==> config.mk <==
export PLATFORM = sky130hd
export DESIGN_NAME = mem_bus_arbiter
export DESIGN_NICKNAME = d
export VERILOG_FILES = /design/src/rtl/mem_bus_arbiter.sv
export SDC_FILE = /design/constraint.sdc
export NUM_CORES = 1
export LEC_CHECK = 0
export ABC_AREA = 1
export BUFFER_PORTS_ARGS = -buffer_cell sky130_fd_sc_hd__buf_2
export CORE_AREA = 2 2 122 124
export CTS_CLUSTER_SIZE = 28
export DETAILED_ROUTE_END_ITERATION = 10
export DIE_AREA = 0 0 124 126
export PLACE_DENSITY = 0.46
export SLEW_MARGIN = 20
export SYNTH_ARGS = -nofsm -noshare
export SYNTH_HDL_FRONTEND = slang
export SYNTH_SLANG_ARGS = --single-unit
==> constraint.sdc <==
create_clock -name clk -period 1.75 [get_ports clk]
set_input_delay 0.0875 -clock clk [delete_from_list [all_inputs] [get_ports clk]]
set_output_delay 0.0875 -clock clk [all_outputs]
set_load 0.005 [all_outputs]
==> src/rtl/mem_bus_arbiter.sv <==
// Two-requester round-robin arbiter onto one memory port; 1-cycle arbitration, combinational pass-through while granted.
// Backpressure: a grant holds until m_mem_ready; optional MEM_ARB_TIMEOUT_EN aborts stalled grants with 0xDEADBEEF.
module mem_bus_arbiter #(
    parameter int TIMEOUT_CYCLES = 256
) (
    input  logic        clk,
    input  logic        resetn,
    input  logic        s_mem_valid0,
    input  logic        s_mem_valid1,
    output logic        s_mem_ready0,
    output logic        s_mem_ready1,
    input  logic [31:0] s_mem_addr0,
    input  logic [31:0] s_mem_addr1,
    input  logic [31:0] s_mem_wdata0,
    input  logic [31:0] s_mem_wdata1,
    input  logic [3:0]  s_mem_wstrb0,
    input  logic [3:0]  s_mem_wstrb1,
    output logic [31:0] s_mem_rdata0,
    output logic [31:0] s_mem_rdata1,
    output logic        m_mem_valid,
    input  logic        m_mem_ready,
    output logic [31:0] m_mem_addr,
    output logic [31:0] m_mem_wdata,
    output logic [3:0]  m_mem_wstrb,
    input  logic [31:0] m_mem_rdata,
    output logic        arb_err
);

    typedef enum logic [1:0] {
        IDLE   = 2'd0,
        GRANT0 = 2'd1,
        GRANT1 = 2'd2
`ifdef MEM_ARB_TIMEOUT_EN
        ,
        ABORT  = 2'd3
`endif
    } state_t;

    state_t state_q, state_d;
    logic   last_grant_q, last_grant_d;
    logic   sel;
    logic   sel_valid;

    assign sel       = (state_q == GRANT1);
    assign sel_valid = sel ? s_mem_valid1 : s_mem_valid0;

`ifdef MEM_ARB_TIMEOUT_EN
    localparam int CW = (TIMEOUT_CYCLES > 1) ? $clog2(TIMEOUT_CYCLES) : 1;
    localparam logic [CW-1:0] TO_LAST = CW'(TIMEOUT_CYCLES - 1);

    logic [CW-1:0] to_cnt_q, to_cnt_d;
    logic          arb_err_q, arb_err_d;

    assign arb_err = arb_err_q;
`else
    assign arb_err = 1'b0;
`endif

    always_comb begin
        state_d      = state_q;
        last_grant_d = last_grant_q;
        m_mem_valid  = 1'b0;
        m_mem_addr   = '0;
        m_mem_wdata  = '0;
        m_mem_wstrb  = '0;
        s_mem_ready0 = 1'b0;
        s_mem_ready1 = 1'b0;
        s_mem_rdata0 = '0;
        s_mem_rdata1 = '0;
`ifdef MEM_ARB_TIMEOUT_EN
        to_cnt_d     = to_cnt_q;
        arb_err_d    = arb_err_q;
`endif
        case (state_q)
            IDLE: begin
`ifdef MEM_ARB_TIMEOUT_EN
                to_cnt_d = '0;
`endif
                // On a tie the requester that did not finish last wins.
                if (s_mem_valid0 && s_mem_valid1) begin
                    state_d = last_grant_q ? GRANT0 : GRANT1;
                end else if (s_mem_valid0) begin
                    state_d = GRANT0;
                end else if (s_mem_valid1) begin
                    state_d = GRANT1;
                end
            end
            GRANT0, GRANT1: begin
                m_mem_valid = sel_valid;
                m_mem_addr  = sel ? s_mem_addr1  : s_mem_addr0;
                m_mem_wdata = sel ? s_mem_wdata1 : s_mem_wdata0;
                m_mem_wstrb = sel ? s_mem_wstrb1 : s_mem_wstrb0;
                if (!sel_valid) begin
                    // Withdrawn request: no completion, fairness history untouched.
                    state_d = IDLE;
                end else if (m_mem_ready) begin
                    if (sel) begin
                        s_mem_ready1 = 1'b1;
                        s_mem_rdata1 = m_mem_rdata;
                    end else begin
                        s_mem_ready0 = 1'b1;
                        s_mem_rdata0 = m_mem_rdata;
                    end
                    last_grant_d = sel;
                    state_d      = IDLE;
                end
`ifdef MEM_ARB_TIMEOUT_EN
                else if (to_cnt_q == TO_LAST) begin
                    last_grant_d = sel;
                    arb_err_d    = 1'b1;
                    state_d      = ABORT;
                end else begin
                    to_cnt_d = to_cnt_q + CW'(1);
                end
`endif
            end
`ifdef MEM_ARB_TIMEOUT_EN
            ABORT: begin
                // last_grant_q already names the requester whose grant expired.
                if (last_grant_q) begin
                    s_mem_ready1 = 1'b1;
                    s_mem_rdata1 = 32'hDEAD_BEEF;
                end else begin
                    s_mem_ready0 = 1'b1;
                    s_mem_rdata0 = 32'hDEAD_BEEF;
                end
                state_d = IDLE;
            end
`endif
            default: state_d = IDLE;
        endcase
    end

    always_ff @(posedge clk or negedge resetn) begin
        if (!resetn) begin
            state_q      <= IDLE;
            last_grant_q <= 1'b1;
        end else begin
            state_q      <= state_d;
            last_grant_q <= last_grant_d;
        end
    end

`ifdef MEM_ARB_TIMEOUT_EN
    always_ff @(posedge clk or negedge resetn) begin
        if (!resetn) begin
            to_cnt_q  <= '0;
            arb_err_q <= 1'b0;
        end else begin
            to_cnt_q  <= to_cnt_d;
            arb_err_q <= arb_err_d;
        end
    end
`endif

endmodule

Word level (Yosys, flattened, before mapping)

Cells that the tools add are included.

Reductions and logical operators: 5
Muxes and demuxes: 31
Eq/ne operators: 4

Operators by type and width:

| operator           | count |
|---|---|
| $mux 32            | 12 |
| $mux 2             | 6 |
| $mux 1             | 10 |
| $mux 4             | 2 |
| $ne 4x4->1 const B | 1 |
| $pmux 2 s2         | 1 |
| $ne 3x3->1 const B | 1 |
| $reduce_and 3->1   | 1 |
| $eq 2x1->1 const B | 1 |
| $eq 2x2->1 const B | 1 |
| $logic_not 2->1    | 1 |
| $reduce_and 2->1   | 1 |
| $reduce_or 2->1    | 1 |
| $logic_and 1x1->1  | 1 |

Logic and storage cells: 42
Flip-flop bits (word level): 3
Input port bits: 173

Logic depth before layout (Yosys ltp)

Word-level depth: 5
Depth in mapped cells: 8

Worst setup path before layout

Ideal clock, no wire load.

Path type: reg-to-output
From: register state_q[1]
To: output s_mem_rdata0[0]
Cell stages (with the launch flop): 9
Arrival time: 1467 ps
Slack: 195 ps
Path buffers: 2
Required time: 1662 ps
Path through: dfrtp_1 > inv_1 > ha_1 > inv_2 > nor2_2 > nand3_2 > buf_2 > buf_6 > nor3_2

Cells in the longest elaborated chain, start to end: 5
Elaborated cells on any way between the ends: 8
Those cells by class: eq/ne (2); mux (5); reduce/logical (1)

RTL lines:

| item                   | line   | source |
|---|---|---|
| start, declared        | 39     | `state_t state_q, state_d;` |
| start signal, assigned | 139    | `state_q <= state_d;` |
| $eq 2x2->1             | 44, 74 |  |
| $mux 32                | 97     | `if (sel) begin` |
| $mux 32                | 96     | `end else if (m_mem_ready) begin` |
| $mux 32                | 93     | `if (!sel_valid) begin` |
| $mux 32 *              | 74     | `case (state_q)` |
| end, declared          | 18     | `output logic [31:0] s_mem_rdata0,` |

Every way passes the cells marked *; elsewhere a longest branch is shown, timed or not.

Worst setup path in the final report

From: register state_q[1]
To: output s_mem_rdata1[2]

Cells in the longest elaborated chain, start to end: 5
Elaborated cells on any way between the ends: 8
Those cells by class: eq/ne (2); mux (5); reduce/logical (1)

RTL lines:

| item          | line   | source |
|---|---|---|
| $eq 2x2->1    | 44, 74 |  |
| $mux 32       | 97     |  |
| $mux 32       | 96     |  |
| $mux 32       | 93     |  |
| $mux 32 *     | 74     |  |
| end, declared | 19     | `output logic [31:0] s_mem_rdata1,` |

Marked as above.

==> flow_metrics.tcl <==
set metrics [dict create \
    cts.htree.levels 1 \
    placementRows 44 \
    critical_path_required_ps 1660 \
    detailedPlace.worstSlack_ps 42.0 \
    syn-mean-instance-area_um2 4.81 \
    tritoncts.num_buffers 3 \
    rsz0062_at_grt "true" \
    detailed_place.area_um2 3690 \
    dominant_cell_type_by_area_after_synthesis "nor2_1" \
    drt_first_iter_violations 93 \
    drt-pass1-iter-count 4 \
    cellPowerDensity_nw_per_um2 1680 \
    timing.fmax_ghz 0.535 \
    die_area_um2 15600 \
    synth_top_cell_area_share_pct 29.5 \
    starting_utilization_of_the_core_area_pct 12.6 \
    status "finished, violations left" \
    multiInputGateArea_um2 1790 \
    clock_sinks 3 \
    layout.cell_area.non_filler_um2 4630 \
    io_pins 309 \
    p_leak_nw 2.66 \
    worstSetupEndpointType "primary output" \
    global_route_usage_over_all_layers_pct 13.9 \
    die_width_um 124 \
    start_kind "flip-flop" \
    mappedNetlistNets 552 \
    path_clk_slew_ps 30 \
    min_delay_worst_type "input pin to asynchronous set/reset pin" \
    clk_root_buffer_cell "clkbuf_16" \
    place.detailed.hpwl_um 8580 \
    cp_cell_sequence "buf_4, ha_4, nand2_1, nand3_4, buf_12, buf_16, buf_8, nor3_2, buf_2" \
    timing_max_transition_violations_final 0 \
    drt-wirelength-per-cell_um 14.8 \
    grt_antenna_before_repair 1 \
    ys_top_cells_by_count "nor2_1, o21ai_0, nor3_1, inv_1, clkbuf_1" \
    synth-main-ff-cell "dfrtp_1" \
    setup_viol 66 \
    grt_pass1_vias 3436 \
    yosysUniqueCellTypes 20 \
    yosys_warnings 0 \
    gpl.final_weighted_congestion 0.803 \
    grt_max_degree 46 \
    async_flop_share_pct 100 \
    clk_latency_ps 220 \
    post_synth_edffs 0 \
    viasPerCell 4.21 \
    synth_instances 376 \
    number_of_maximum_capacitance_constraint_violations 0 \
    sequential_cell_area_um2 76.3 \
    post-route-period-util_pct 107 \
    drc 0 \
    timing.critical_path.fanout_max 5 \
    total_power_w 0.00777 \
    io_buffers 307 \
    share_of_synthesized_area_occupied_by_flip_flops_and_latches_pct 4.22 \
    ys_top_cells_by_area "nor2_1, o21ai_0, nor3_1" \
    violated_checks "setup timing" \
    synthToLayoutAreaGrowth_pct 156 \
    yosys.cell_count.top_type "nor2_1" \
    timing.final.hold_violations 0 \
    fin_ws_ps -119 \
    grt-ovfl-total 0 \
    tritoncts "done" \
    final_period_minus_worst_setup_slack_ps 1870 \
    totalWireLength_um 13000 \
    finalClockSkew_ps 0.772 \
    critPathKind "flip-flop to primary output" \
    antenna_left 0 \
    ctsLongestPathBuffers 2 \
    postSynthRegisterBits 3 \
    crit_path_top_delay_cell "dfrtp_1" \
    floorplan.die.height_um 126 \
    worstPathBufferInverterCount 5 \
    route.vias.total 3703 \
    slowest_delay_ps 360 \
    syn_area_um2 1810 \
    floorplan_core_area_um2 14300 \
    final_net_count 871 \
    fill_cells 1591 \
    critical-path-top-delay-family "buffers and inverters" \
    grt_pass1_wl_um 17100 \
    final_layout_size_suffix_gt1_share_pct 64.1 \
    arrival_ps 1780 \
    worst_ir_drop_vdd_mv 0.634 \
]
## flip-flops by register name, indices dropped and copies added (netlist names)
| register | count |
|---|---|
| last_grant_q | 1 |
| state_q | 2 |
## stage by stage
stage,utilization [%],setup TNS [ps],hold WS (ps),cells
floorplan,-,0,-208,376
global placement,25.8,0,-107,853
detailed placement,25.8,0,-107,853
CTS,30.2,-2340,194,869
global route,32.3,-11910,223,879
finish,32.3,-2620,200,879
## path summary, 6_finish.rpt
kind / start / to / slack, ps / cells past startpoint
setup / recovery: state_q[1] / s_mem_rdata1[2] / -120 / 9
hold / removal: resetn / state_q[0] / 200 / 2
setup reg to reg: state_q[1] / last_grant_q / 150 / 8
hold reg to reg: last_grant_q / last_grant_q / 480 / 2
max in group asynchronous: resetn / last_grant_q / 1350 / 2
min in group clk: s_mem_valid0 / state_q[1] / 250 / 4
## worst reg2reg max path, delay by kind of cell, from the launching register on
| family | cells | cell delay (ps) |
|---|---|---|
| fa+ha+maj | 1 | 170 |
| buf+inv | 4 | 610 |
| flops | 1 | 360 |
| compound gates | 1 | 140 |
| simple gates | 2 | 240 |
## cells in the final DEF, fill, tap and decap left out, types with 2 or more instances in the layout
master     Yosys  routed
nand3_1        3       3
nor3_4         0       6
buf_8          0       3
dfrtp_1        2       2
buf_4          1      13
inv_2          2       2
nand2_1       11      11
buf_12         0       9
inv_1         39      38
clkbuf_16      0       9
ha_4           0       3
o21ai_0       69      50
nor2_4         0       4
nor3_2        20      57
nor2_1       142     121
buf_6          2       2
o21ai_1        0      19
nor2_2         1      18
buf_16         0       9
buf_2          5     307
## where the power goes
group | switching [W] | internal [W]
clock | 0.0000624 | 0.000301
combinational | 0.00392 | 0.00337
sequential | 0.0000147 | 0.000107
## cell families (layout without fill, tap and decap cells)
| family | count (synthesis) | in the layout | synth area share (%) |
|---|---|---|---|
| compound gates | 70 | 70 | 19.4 |
| other cells | 1 | 2 | 0.207 |
| flops | 3 | 3 | 4.22 |
| fa+ha+maj | 3 | 3 | 2.08 |
| buf+inv | 77 | 395 | 17.4 |
| simple gates | 222 | 222 | 56.7 |
## per-layer routing
metal  track usage, %  share of wire [%]  routed length [µm]  vias up
met5                0                  0                   0        -
met4             3.97                1.8                 238        0
met3             1.68                8.1                1050       21
met2             28.8                 52                6760      217
met1             14.1                 38                4940     1626
li1                 -                  -                   -     1839
## final cells by class
type | instances | share of cell area, %
clock buffer | 4 | 1.70
multi-input combinational | 296 | 38.6
antenna | 1 | 0.0541
tap | 184 | 4.98
sequential | 3 | 1.65
inverter | 41 | 3.49
timing repair buffer | 350 | 49.5
## timing repair
item,4_1_cts,5_1_grt
pin swaps,3,4
buffers inserted,4,2
gates resized for setup,70,50
endpoints found under the setup margin,71,133
hold endpoints to repair,3,0
hold buffers,1,0
gates cloned,7,7
(Power assumes the default switching activity.)
